$ cat config.mk
export PLATFORM = sky130hd
export DESIGN_NAME = mem_req_arbiter
export DESIGN_NICKNAME = d
export VERILOG_FILES = /design/src/rtl/mem_req_arbiter.sv
export SDC_FILE = /design/constraint.sdc
export NUM_CORES = 1
export LEC_CHECK = 0
export CORE_AREA = 2 2 295 297
export CTS_CLUSTER_SIZE = 8
export DETAILED_ROUTE_END_ITERATION = 12
export DIE_AREA = 0 0 297 299
export DONT_BUFFER_PORTS = 1
export HOLD_SLACK_MARGIN = 0.05
export PLACE_DENSITY = 0.3
export SLEW_MARGIN = 25
export SYNTH_ARGS = -nofsm -noshare
export SYNTH_HDL_FRONTEND = slang
export SYNTH_SLANG_ARGS = --single-unit
$ cat constraint.sdc
create_clock -name clk -period 1.6 [get_ports clk]
set_clock_uncertainty 0.1 [all_clocks]
set_input_delay 0.32 -clock clk [delete_from_list [all_inputs] [get_ports clk]]
set_output_delay 0.32 -clock clk [all_outputs]
set_load 0.05 [all_outputs]
$ cat src/rtl/mem_req_arbiter.sv
// Arbitrates the single main-memory request/response channel between the
// I-cache miss path (IC) and the D-cache miss/writeback path (DC), one transaction at a time.
module mem_req_arbiter #(
  parameter int ADDR_WIDTH   = 32,
  parameter int DATA_WIDTH   = 128,
  parameter int STARVE_LIMIT = 4
) (
  input  logic                  clk,
  input  logic                  rst,
  input  logic                  ic_req_valid,
  output logic                  ic_req_ready,
  input  logic [ADDR_WIDTH-1:0] ic_req_addr,
  output logic                  ic_resp_valid,
  output logic [DATA_WIDTH-1:0] ic_resp_data,
  input  logic                  dc_req_valid,
  output logic                  dc_req_ready,
  input  logic [ADDR_WIDTH-1:0] dc_req_addr,
  input  logic                  dc_req_we,
  input  logic [DATA_WIDTH-1:0] dc_req_wdata,
  output logic                  dc_resp_valid,
  output logic [DATA_WIDTH-1:0] dc_resp_data,
  output logic                  mem_req_valid,
  input  logic                  mem_req_ready,
  output logic [ADDR_WIDTH-1:0] mem_req_addr,
  output logic                  mem_req_we,
  output logic [DATA_WIDTH-1:0] mem_req_wdata,
  input  logic                  mem_resp_valid,
  input  logic [DATA_WIDTH-1:0] mem_resp_data,
  output logic                  busy,
  output logic                  owner
);

  localparam int CNT_W = $clog2(STARVE_LIMIT + 1);
  localparam logic [CNT_W-1:0] LIMIT = CNT_W'(STARVE_LIMIT);

  typedef enum logic [1:0] {IDLE, REQ, WAIT} state_t;

  state_t                state, state_next;
  logic [CNT_W-1:0]      starve_cnt;
  logic                  owner_q;
  logic [ADDR_WIDTH-1:0] addr_q;
  logic                  we_q;
  logic [DATA_WIDTH-1:0] wdata_q;
  logic                  grant_ic, grant_dc;

  // DC wins ties unless IC has already watched STARVE_LIMIT DC grants go by.
  always_comb begin
    grant_dc   = 1'b0;
    grant_ic   = 1'b0;
    state_next = state;
    case (state)
      IDLE: begin
        grant_dc = dc_req_valid && !(ic_req_valid && starve_cnt == LIMIT);
        grant_ic = ic_req_valid && !grant_dc;
        if (grant_dc || grant_ic) state_next = REQ;
      end
      REQ:     if (mem_req_ready)  state_next = WAIT;
      WAIT:    if (mem_resp_valid) state_next = IDLE;
      default: state_next = IDLE;
    endcase
  end

  always_ff @(posedge clk) begin
    if (rst) begin
      state      <= IDLE;
      starve_cnt <= '0;
      owner_q    <= 1'b0;
      addr_q     <= '0;
      we_q       <= 1'b0;
      wdata_q    <= '0;
    end else begin
      state <= state_next;
      if (grant_dc) begin
        owner_q <= 1'b1;
        addr_q  <= dc_req_addr;
        we_q    <= dc_req_we;
        wdata_q <= dc_req_wdata;
        if (!ic_req_valid)            starve_cnt <= '0;
        else if (starve_cnt != LIMIT) starve_cnt <= starve_cnt + 1'b1;
      end else if (grant_ic) begin
        owner_q    <= 1'b0;
        addr_q     <= ic_req_addr;
        we_q       <= 1'b0;
        wdata_q    <= '0;
        starve_cnt <= '0;
      end
    end
  end

  assign ic_req_ready  = grant_ic;
  assign dc_req_ready  = grant_dc;
  assign mem_req_valid = (state == REQ);
  assign mem_req_addr  = addr_q;
  assign mem_req_we    = we_q;
  assign mem_req_wdata = wdata_q;

  // Responses arriving outside WAIT are stray beats and never reach a requester.
  assign ic_resp_valid = (state == WAIT) && mem_resp_valid && !owner_q;
  assign dc_resp_valid = (state == WAIT) && mem_resp_valid && owner_q;
  assign ic_resp_data  = mem_resp_data;
  assign dc_resp_data  = mem_resp_data;

  assign busy  = (state != IDLE);
  assign owner = owner_q;

endmodule

==> results.tsv, run 1 <==
stage	metric	value	unit
route	final wirelength	40200	um
synth	Seq/Total Area, Yosys	36.15	%
floorplan	Die Y	299	um
synth	largest area contributor in the netlist	dfxtp_1	
route	Routed Antenna Nets	0	
place	RD Place Congestion	0.7107	
place	hpwl dp	23950	um
timing	Fmax	0.4718	GHz
min_path	Hold Path Class	in -> reg	
timing	Slew @ Worst Pin	0.9525	ns
setup_path	RR Startpoint	starve_cnt[0]	
finish	Final nets	1357	
synth	Seq cells post-synth	167	
timing	relative slew slack	36.50	%
synth	Distinct cells, synth	33	
floorplan	Die Area	0.08880	mm^2
route	first-pass detailed-route iteration total	5	
setup_path	crit path capture type	flop	
clock_network	CTS Sinks	167	
global_route	GRT Total Usage	8.492	%
finish	ant diodes	0	
synth	Mean Syn Cell Area	8.461	um^2
floorplan	number of cell rows	108	
run	max_cap viols	0	
power_and_ir_drop	total power	12.42	mW
floorplan	Initial Util	10.76	%
clock_network	Max Root-Sink Buffers	2	
global_route	first-pass GRT wire length	54970	um
clock_network	CTS tree	done	
route	DR vias/cell	3.626	
power_and_ir_drop	P per Cell Area	997.5	mW/mm^2
clock_network	Clock transition at path regs	0.08	ns
power_and_ir_drop	Pleak	4.310	nW
setup_path	WP data required	1.88	ns
setup_path	reg2reg path depth	13	
setup_path	Worst Setup EP	mem_req_wdata[114]	
finish	fin util	14.49	%
finish	filler cell count in the final layout	9798	
setup_path	Worst Path Max Fanout	8	
route	DRC	0	
timing	Tcrit/Tclk final	132.5	%
setup_path	worst path arrival time	2.40	ns
setup_path	flop-to-flop setup slack	-0.52	ns
clock_network	Clock Tree Root	clkbuf_16	
setup_path	Setup CP Type	reg -> reg	
timing	Tmin final	2.120	ns
setup_path	startpoint types	flop	
outcome	outcome	finished with violations	
power_and_ir_drop	VDD IR max	0.0008594	V
global_route	total gr overflow	0	
clock_network	CTS Buf Count	17	
finish	synth-to-layout area growth	34.69	%
synth	top post-synthesis cells by area	dfxtp_1 (36%), buf_4 (23%), a21oi_1 (8.9%), nand4_1 (8.7%), o21ai_0 (6.7%)	
finish	commonest non-fill, non-tap cell in the layout	a21oi_1	
floorplan	Core Region	0.08594	mm^2
global_route	initial antenna violation count	2	
setup_path	R2R Path End	mem_req_wdata[114]	
timing	Setup WS post-layout	-0.5196	ns
global_route	largest net degree at the start of global routing	168	
place	placed inst area	0.009629	mm^2
synth	Synth Instances	1093	
clock_network	worst skew pair latency	0.51	ns
timing	RSZ-0062 raised after global routing	yes	
finish	design area	0.01246	mm^2
place	port buffer count	0	
outcome	violated checks	negative hold slack, negative setup slack	
setup_path	Worst Setup SP	starve_cnt[0]	
floorplan	I/O pin count	751	
synth	Synth Warn #	0	
finish	Non-Filler Instances	2196	
finish	layout cells sized above 1	39.00	%
floorplan	die width	297	um
timing	Hold WS	-0.2058	ns
synth	Synth Net Count	1422	
timing	Slew Limit Fails	0	
clock_network	H-tree depth	4	
route	initial DRC count	487	
place	placed cell count	2034	
synth	top cell type's share of synthesized area	36.15	%
synth	area of the mapped netlist	0.009248	mm^2
timing	final hold violations	106	
route	DR vias	7963	
global_route	vias in the first global route	7675	
route	per-cell routed wire length	18.31	um
timing	Setup-failing EPs final	168	
finish	most frequent cells in the layout	a21oi_1 (148), nand4_1 (129), buf_4 (125)	
-- per-layer routing --
layer | routed length, um | vias up | part of all wire, % | global-route usage, %
met5 | 28 | - | 0.070 | 0
met4 | 1513 | 4 | 3.8 | 4.618
met3 | 4520 | 99 | 11 | 4.675
met2 | 17950 | 471 | 45 | 12.68
met1 | 16190 | 3826 | 40 | 9.618
li1 | - | 3563 | - | -
-- power by group --
part	total, mW	switching (mW)	internal, mW
registers	5.00	0.512	4.49
clock network	4.49	2.17	2.33
logic	2.93	1.81	1.12
-- worst min-delay path by stage --
stage / from / end / slack (ns) / cells past startpoint
6_report: rst / mem_req_addr[16] / -0.21 / 1
3_3_place_gp: rst / mem_req_addr[16] / 0.30 / 1
5_1_grt: rst / mem_req_addr[12] / -0.26 / 1
3_5_place_dp: rst / mem_req_addr[16] / 0.31 / 1
4_1_cts: rst / mem_req_addr[12] / -0.29 / 1
2_1_floorplan: starve_cnt[1] / starve_cnt[1] / 0.37 / 2
-- synth_stat cells --
library cell  instances
and4bb_2              1
buf_4               279
buf_6                16
clkbuf_2              4
a32oi_1               1
nor2_2                1
buf_2                40
nor3_1                1
nand2b_1              1
inv_2                 1
nand3_1              36
buf_1                 3
or2_1                 1
nor2_1                4
nand2_1               3
clkbuf_1             28
a311oi_2             29
dfxtp_1             167
o21ai_0             124
nor2_4                2
ha_1                  2
nand3b_1              1
nor2b_1               2
a21oi_1             165
or3b_2                1
a31oi_1               1
nand4_1             129
and3_1                1
and3_4                1
a22oi_1               1
a311oi_1              3
inv_1                 4
o21ai_1              40
-- kinds of logic (layout without fill, tap and decap cells) --
| group | count (synthesis) | in the layout | share of synthesized area (%) |
|---|---|---|---|
| adders and majority gates | 2 | 2 | 0.2706 |
| and+or+nand+nor | 185 | 185 | 12.10 |
| buffers and inverters | 375 | 323 | 28.44 |
| DFF | 167 | 167 | 36.15 |
| AOI/OAI and AO/OA | 364 | 364 | 23.04 |
-- critical path, stage by stage (launching register included) --
cell and delay, ns:
dfxtp_2 0.33, inv_2 0.07, ha_4 0.15, nand3_4 0.10
buf_6 0.14, buf_6 0.10, buf_6 0.10, buf_6 0.10
buf_12 0.14, buf_16 0.15, buf_12 0.15, buf_16 0.13
nand4_1 0.10, a21oi_1 0.07
-- through the flow --
stage	setup TNS, ns	worst slack, ns
final	-45.49	-0.5196
after CTS	-18.64	-0.6346
after detailed placement	-0.7061	-0.08308
after floorplan	-0.1033	-0.1033
after global placement	-0.2590	-0.07071
after global routing	-54.06	-0.6289
-- state kept, by name, summed over array words and instances (netlist names) --
signal	count
mem_req_addr	32
mem_req_wdata	128
mem_req_we	1
owner	1
starve_cnt	3
state	2
-- layout make-up --
| type | count | area, um^2 | share of cell area (%) |
|---|---|---|---|
| flip-flops and latches | 167 | 3432 | 27.55 |
| multi-input cells | 551 | 3547 | 28.48 |
| clock inverters | 11 | 111.4 | 0.8940 |
| repair buffers | 286 | 3418 | 27.44 |
| inverters | 5 | 21.27 | 0.1708 |
| well taps | 1155 | 1445 | 11.60 |
| clock buffers | 21 | 480.5 | 3.857 |
-- repair_timing --
action                                  in CTS  in global routing
endpoints found under the hold margin      167                167
resized for setup                          122                 75
buffers inserted                            19                 26
endpoints found under the setup margin     142                164
cloned                                      14                  9
pin swaps                                   96                 93
hold buffers                                31                 37
Power figures use the tool's default switching activity.
==> run 2: changes to the inputs <==
- ABC_AREA: not set -> 1
- CORE_AREA: 2 2 295 297 -> 2 2 289 291
- DIE_AREA: 0 0 297 299 -> 0 0 291 293
==> results.tsv, run 2 <==
stage	metric	value	unit	change
timing	Tcrit/Tclk final	125.1	%	-7.4 points
global_route	total gr overflow	0		unchanged
route	initial DRC count	271		-44%
setup_path	R2R Path End	mem_req_wdata[27]		
floorplan	Die Y	293	um	-2.0%
synth	Compound-Gate Fraction of Synth Area	9.770	%	-13 points
run	max_cap viols	0		unchanged
finish	Largest register FFs	128		unchanged
global_route	vias in the first global route	7282		-5.1%
power_and_ir_drop	Switching Share	37.21	%	+1.1 points
clock_network	worst skew pair latency	0.51	ns	about the same
finish	most frequent cells in the layout	nand2_1 (197), dfxtp_2 (143), nand4_1 (130)		
route	per-cell routed wire length	20.47	um	+12%
outcome	outcome	finished with violations		
floorplan	Initial Util	10.66	%	-0.11 points
synth	Synth Net Count	1498		+5.3%
synth	main combinational cell family by area after synthesis	buffers and inverters		
synth	Post-synth EDFFs	0		unchanged
synth	Post-Synth Adder-Cell Area	0.2869	%	+0.016 points
setup_path	worst path arrival time	1.58	ns	-0.82 ns
route	DR vias	7390		-7.2%
setup_path	CP Cell Sequence	inv_2 > ha_4 > nand3_4 > buf_12 > a21oi_4 > buf_12		
setup_path	Worst Path Max Fanout	3		-5
setup_path	delay of the slowest critical-path stage	0.33	ns	about the same
finish	Final nets	1381		+1.8%
synth	Mean Syn Cell Area	7.460	um^2	-12%
setup_path	Worst Setup SP	starve_cnt[1]		
min_path	Hold Path Class	in -> reg		
timing	final hold violations	134		+26%
setup_path	slowest CP cell	dfxtp_2		
synth	area of the mapped netlist	0.008721	mm^2	-5.7%
setup_path	WP data required	1.18	ns	-0.70 ns
route	final wirelength	43710	um	+8.7%
floorplan	Core Region	0.08185	mm^2	-4.8%
clock_network	Clock transition at path regs	0.09	ns	about the same
clock_network	H-tree depth	4		unchanged
timing	Slew @ Worst Pin	0.3225	ns	-0.6300 ns
timing	Fmax	0.4998	GHz	+5.9%
timing	RSZ-0062 raised after global routing	yes		
finish	layout cells sized above 1	33.05	%	-5.9 points
timing	relative slew slack	78.50	%	+42 points
place	RD Place Congestion	0.7673		+8.0%
power_and_ir_drop	VDD IR max	0.0008391	V	-2.4%
synth	top cell type's share of synthesized area	38.34	%	+2.2 points
setup_path	Setup CP Type	reg -> out		
setup_path	most frequent CP cell	buf_12		
global_route	GRT Total Usage	9.594	%	+1.1 points
synth	Seq/Total Area, Yosys	38.34	%	+2.2 points
timing	Setup WS post-layout	-0.4009	ns	+0.1186 ns
global_route	largest net degree at the start of global routing	136		-19%
finish	synth-to-layout area growth	30.79	%	
route	DRC	0		unchanged
setup_path	startpoint types	flop		
setup_path	Worst Setup EP	ic_req_ready		
power_and_ir_drop	Clock Power Share	35.5	%	-0.7 points
synth	largest area contributor in the netlist	dfxtp_1		
clock_network	Max Root-Sink Buffers	2		unchanged
synth	Synth Flop Type	dfxtp_1		
clock_network	CTS tree	done		
floorplan	die width	291	um	-2.0%
timing	Tmin final	2.001	ns	-0.1186 ns
setup_path	RR Startpoint	starve_cnt[1]		
timing	final setup TNS	-18.17	ns	+27.33 ns
floorplan	number of cell rows	105		-2.8%
global_route	first-pass GRT wire length	56780	um	+3.3%
route	DR vias/cell	3.461		-4.5%
finish	design area	0.01141	mm^2	-8.4%
outcome	violated checks	negative hold slack, negative setup slack		
synth	most common cell in the netlist	buf_4		
timing	Slew Limit Fails	0		unchanged
synth	post-synthesis mux area share	0	%	unchanged
synth	async set or reset register ratio after synthesis	0	%	unchanged
power_and_ir_drop	combinational power share	19.2	%	-4.4 points
global_route	initial antenna violation count	2		unchanged
synth	top post-synthesis cells by area	dfxtp_1 (38%), buf_4 (22%), nand4_1 (9.3%), nand2_1 (8.7%), a21oi_1 (7.7%)		
power_and_ir_drop	P per Cell Area	1099	mW/mm^2	+10%
place	hpwl dp	28510	um	+19%
synth	Seq cells post-synth	167		unchanged
synth	Synth Warn #	0		unchanged
floorplan	Die Area	0.08526	mm^2	-4.0%
route	Routed Antenna Nets	0		unchanged
synth	Synth Instances	1169		+7.0%
timing	Hold WS	-0.2128	ns	-0.007050 ns
synth	synth cell count leaders	buf_4 (261), nand2_1 (203), dfxtp_1 (167), a21oi_1 (134), nand4_1 (130)		
power_and_ir_drop	Flop pwr share	45.3	%	+5.0 points
place	port buffer count	0		unchanged
power_and_ir_drop	Pleak	4.231	nW	-1.8%
synth	simple-gate share of the synthesized area	23.14	%	+11 points
finish	commonest non-fill, non-tap cell in the layout	nand2_1		
synth	XOR/XNOR share of the synthesized area	0	%	unchanged
timing	Setup-failing EPs final	127		-24%
setup_path	reg2reg path depth	11		-2
clock_network	Clock Tree Root	clkbuf_16		
power_and_ir_drop	Int Pwr	7.870	mW	-0.84%
floorplan	I/O pin count	751		unchanged
clock_network	CTS Buf Count	17		unchanged
place	placed inst area	0.008569	mm^2	-11%
finish	ant diodes	0		unchanged
synth	Distinct cells, synth	19		-42%
power_and_ir_drop	Psw	4.664	mW	+3.9%
setup_path	flop-to-flop setup slack	-0.28	ns	+0.24 ns
route	first-pass detailed-route iteration total	5		unchanged
setup_path	crit path capture type	primary output		
clock_network	CTS Sinks	167		unchanged
[run 2: cell types whose count changed after synthesis, sizes merged, moves of 2 or more]
cell / previous run / this run
nand3: 36 / 4
nor2b: 2 / 0
and3: 2 / 0
buf: 338 / 311
inv: 5 / 45
nand2: 3 / 203
a311oi: 32 / 0
nor2: 7 / 106
o21ai: 164 / 34
a21oi: 165 / 134
[run 2: repair_timing]
action | CTS | global route
buffers inserted | 21 | 20
hold buffers | 68 | 7
setup endpoints to repair | 231 | 169
gates resized for setup | 217 | 71
endpoints found under the hold margin | 167 | 135
cloned | 12 | 12
pin swaps | 25 | 35
[run 2: final cells by class]
class	count	area (um^2)
clock inverter	14	150.1
sequential	167	3530
tap	1070	1339
clock buffer	18	429.2
timing repair buffer	207	2688
fill	9363	70440
inverter	45	192.7
multi-input combinational	614	3078
[run 2: critical path: cells and delay by family, from the launching register on]
| family | cells | cell delay (ns) |
|---|---|---|
| buffers and inverters | 3 | 0.37 |
| flip-flops | 1 | 0.33 |
| adder cells (fa/ha/maj) | 1 | 0.14 |
| AO/OA/AOI/OAI | 1 | 0.13 |
| AND/OR/NAND/NOR | 1 | 0.10 |
[run 2: kinds of logic (layout without fill, tap and decap cells)]
logic type	after synthesis	in the layout
flip-flops	167	167
AO/OA/AOI/OAI	168	168
adder cells (fa/ha/maj)	2	2
buffers and inverters	388	284
AND/OR/NAND/NOR	444	444
[run 2: power groups by stage]
stage,combinational [mW],sequential (mW),clock [mW]
after global placement,1.64,5.72,0
after global routing,2.62,5.71,4.81
after detailed placement,1.65,5.71,0
after CTS,2.08,5.68,4.71
after floorplan,2.72,5.77,0
final,2.41,5.68,4.45
[run 2: worst min-delay path by stage]
stage,to,cells after the start,slack [ns],startpoint
2_1_floorplan,starve_cnt[1],2,0.36,starve_cnt[1]
5_1_grt,mem_req_wdata[11],1,-0.28,rst
3_5_place_dp,mem_req_wdata[12],1,0.31,rst
6_report,mem_req_wdata[7],1,-0.21,rst
4_1_cts,mem_req_wdata[12],1,-0.29,rst
3_3_place_gp,mem_req_wdata[4],1,0.31,rst
[run 2: per-layer routing]
metal | wire length (um) | GRT usage, % | part of all wire [%]
met5 | 44 | 0.2836 | 0.10
met1 | 14740 | 8.683 | 34
met3 | 5161 | 5.968 | 12
met2 | 21680 | 16.35 | 50
met4 | 2081 | 5.586 | 4.8
[run 2: through the flow]
step	utilization (%)	hold slack [ns]	instances	setup WS, ns	power (mW)
finish	13.94	-0.2128	2135	-0.4009	12.53
floorplan	-	0.3621	1169	-0.03166	8.488
global placement	10.47	0.3142	1974	-0.1003	7.354
CTS	13.19	-0.2855	2106	-0.4632	12.46
global route	13.94	-0.2798	2135	-0.5019	13.14
detailed placement	10.47	0.3133	1974	-0.09506	7.362
==> run 3: changes to the inputs <==
- CORE_AREA: 2 2 289 291 -> 2 2 292 294
- DIE_AREA: 0 0 291 293 -> 0 0 294 296
- PLACE_DENSITY: 0.3 -> not set
- PLACE_DENSITY_LB_ADDON: not set -> 0.1
- SKIP_LAST_GASP: not set -> 1
==> results.tsv, run 3 (synthesis results as in run 2) <==
stage	metric	value	unit	change
setup_path	WP data required	1.18	ns	about the same
timing	RSZ-0062 raised after global routing	yes		
floorplan	Die Area	0.08702	mm^2	+2.1%
timing	Hold WS	-0.2391	ns	-0.02625 ns
timing	final hold violations	100		-25%
min_path	hold path cells	1		unchanged
route	Routed Antenna Nets	0		unchanged
finish	ant diodes	0		unchanged
setup_path	worst path arrival time	1.60	ns	+0.02 ns
route	per-cell routed wire length	18.94	um	-7.5%
setup_path	crit path capture type	primary output		
finish	Multi-input gate area	0.003239	mm^2	+5.2%
floorplan	Die Y	296	um	+1.0%
min_path	Worst Hold Launch	rst		
place	RD Place Congestion	0.6483		-16%
place	port buffer count	0		unchanged
route	DRC	0		unchanged
setup_path	Worst Path Max Fanout	4		+1
setup_path	RR Startpoint	state[1]		
setup_path	startpoint types	flop		
global_route	vias in the first global route	7479		+2.7%
finish	sequential cell area	0.003521	mm^2	-0.25%
setup_path	Setup CP Type	reg -> out		
outcome	outcome	finished with violations		
finish	layout cells sized above 1	36.66	%	+3.6 points
power_and_ir_drop	VDD IR max	0.0008361	V	-0.36%
timing	Setup-failing EPs final	171		+35%
global_route	total gr overflow	0		unchanged
timing	Tmin final	2.016	ns	+0.01530 ns
clock_network	CTS Sinks	167		unchanged
global_route	initial antenna violation count	3		+1
finish	Largest register FFs	128		unchanged
power_and_ir_drop	Pleak	4.734	nW	+12%
min_path	Hold Path End	mem_req_wdata[2]		
route	DR vias	7491		+1.4%
setup_path	flop-to-flop setup slack	-0.42	ns	-0.14 ns
run	max_cap viols	0		unchanged
global_route	first-pass GRT wire length	57340	um	+0.98%
route	final wirelength	42090	um	-3.7%
setup_path	reg2reg path depth	13		+2
floorplan	die width	294	um	+1.0%
clock_network	Clock Tree Root	clkbuf_16		
floorplan	number of cell rows	107		+1.9%
floorplan	I/O pin count	751		unchanged
clock_network	Clock transition at path regs	0.08	ns	about the same
place	placed cell count	1993		+0.96%
clock_network	CTS tree	done		
timing	Tcrit/Tclk final	126.0	%	+0.96 points
finish	Final nets	1448		+4.9%
timing	relative slew slack	66.10	%	-12 points
place	hpwl dp	24410	um	-14%
route	first-pass detailed-route iteration total	4		-1
timing	Slew @ Worst Pin	0.5084	ns	+0.1859 ns
clock_network	H-tree depth	4		unchanged
clock_network	CTS Buf Count	17		unchanged
timing	Setup WS post-layout	-0.4162	ns	-0.01530 ns
finish	most frequent cells in the layout	nand2_1 (188), dfxtp_2 (142), nand4_1 (130)		
global_route	GRT Total Usage	9.395	%	-0.20 points
route	initial DRC count	208		-23%
outcome	violated checks	negative hold slack, negative setup slack		
finish	Non-Filler Instances	2222		+4.1%
global_route	largest net degree at the start of global routing	136		unchanged
finish	filler cell count in the final layout	9565		+2.2%
timing	Slew Limit Fails	0		unchanged
setup_path	R2R Path End	mem_req_wdata[64]		
finish	commonest non-fill, non-tap cell in the layout	nand2_1		
timing	Fmax	0.4960	GHz	-0.76%
clock_network	Max Root-Sink Buffers	2		unchanged
floorplan	Initial Util	10.36	%	-0.30 points
clock_network	worst skew pair latency	0.50	ns	about the same
route	DR vias/cell	3.371		-2.6%
power_and_ir_drop	total power	13.35	mW	+6.5%
power_and_ir_drop	P per Cell Area	1068	mW/mm^2	-2.8%
min_path	Hold Path Class	in -> reg		
finish	synth-to-layout area growth	43.31	%	
floorplan	Core Region	0.08421	mm^2	+2.9%
run 3: cell count changes in the layout (fill, tap and decap cells not counted), sizes merged:
| cell | previous run | this run |
|---|---|---|
| buf | 120 | 149 |
| bufbuf | 2 | 8 |
| bufinv | 1 | 0 |
| clkbuf | 28 | 18 |
| clkinv | 4 | 6 |
| clkinvlp | 1 | 3 |
| dlygate4sd3 | 75 | 116 |
| inv | 53 | 51 |
run 3: layer usage:
metal  wire length, um  global-route usage, %  vias up
met3              4656                  5.029      138
met1             15760                  10.05     3456
met5                27                      0        -
li1                  -                      -     3517
met2             20160                  15.21      376
met4              1486                  4.393        4
run 3: area by class of cell:
type / count / share of cell area [%]
clock buffer: 17 / 3.404
clock inverter: 15 / 1.231
inverter: 45 / 1.642
multi-input combinational: 614 / 25.92
sequential: 167 / 28.17
tap: 1090 / 10.91
timing repair buffer: 274 / 28.72
run 3: worst max path at each step:
stage,startpoint,endpoint,cells after the start
finish,state[1],ic_req_ready,6
global route,starve_cnt[0],dc_req_ready,7
detailed placement,state[1],mem_req_wdata[116],5
global placement,state[1],mem_req_wdata[116],5
CTS,starve_cnt[0],dc_req_ready,7
floorplan,owner,ic_resp_valid,1
run 3: what timing repair did:
item | CTS | global route
resized for setup | 287 | 51
hold buffers | 86 | 30
pin swaps | 70 | 30
setup endpoints to repair | 272 | 173
setup buffers | 46 | 10
cloned | 30 | 1
endpoints found under the hold margin | 166 | 134
run 3: critical path: stages, from the launching register on:
cell	delay [ns]
dfxtp_2	0.34
nor2_4	0.12
buf_12	0.13
nand2_2	0.07
buf_12	0.14
a21oi_4	0.13
buf_12	0.17
run 3: power by group:
part	internal [mW]	switching (mW)
sequential	4.53	1.11
combinational	1.69	1.59
clock	2.08	2.35
run 3: metrics by stage:
step / TNS (ns) / worst slack [ns] / instance area (um^2) / hold slack (ns) / utilization [%]
4_1_cts: -47.02 / -0.5031 / 12010 / -0.3087 / 14.26
3_5_place_dp: -6.350 / -0.1642 / 8600 / 0.3042 / 10.21
5_1_grt: -60.24 / -0.5231 / 12500 / -0.3018 / 14.84
2_1_floorplan: -0.09566 / -0.03166 / 8742 / 0.3621 / -
6_report: -48.98 / -0.4162 / 12500 / -0.2391 / 14.84
3_3_place_gp: -6.333 / -0.1693 / 8600 / 0.3041 / 10.21
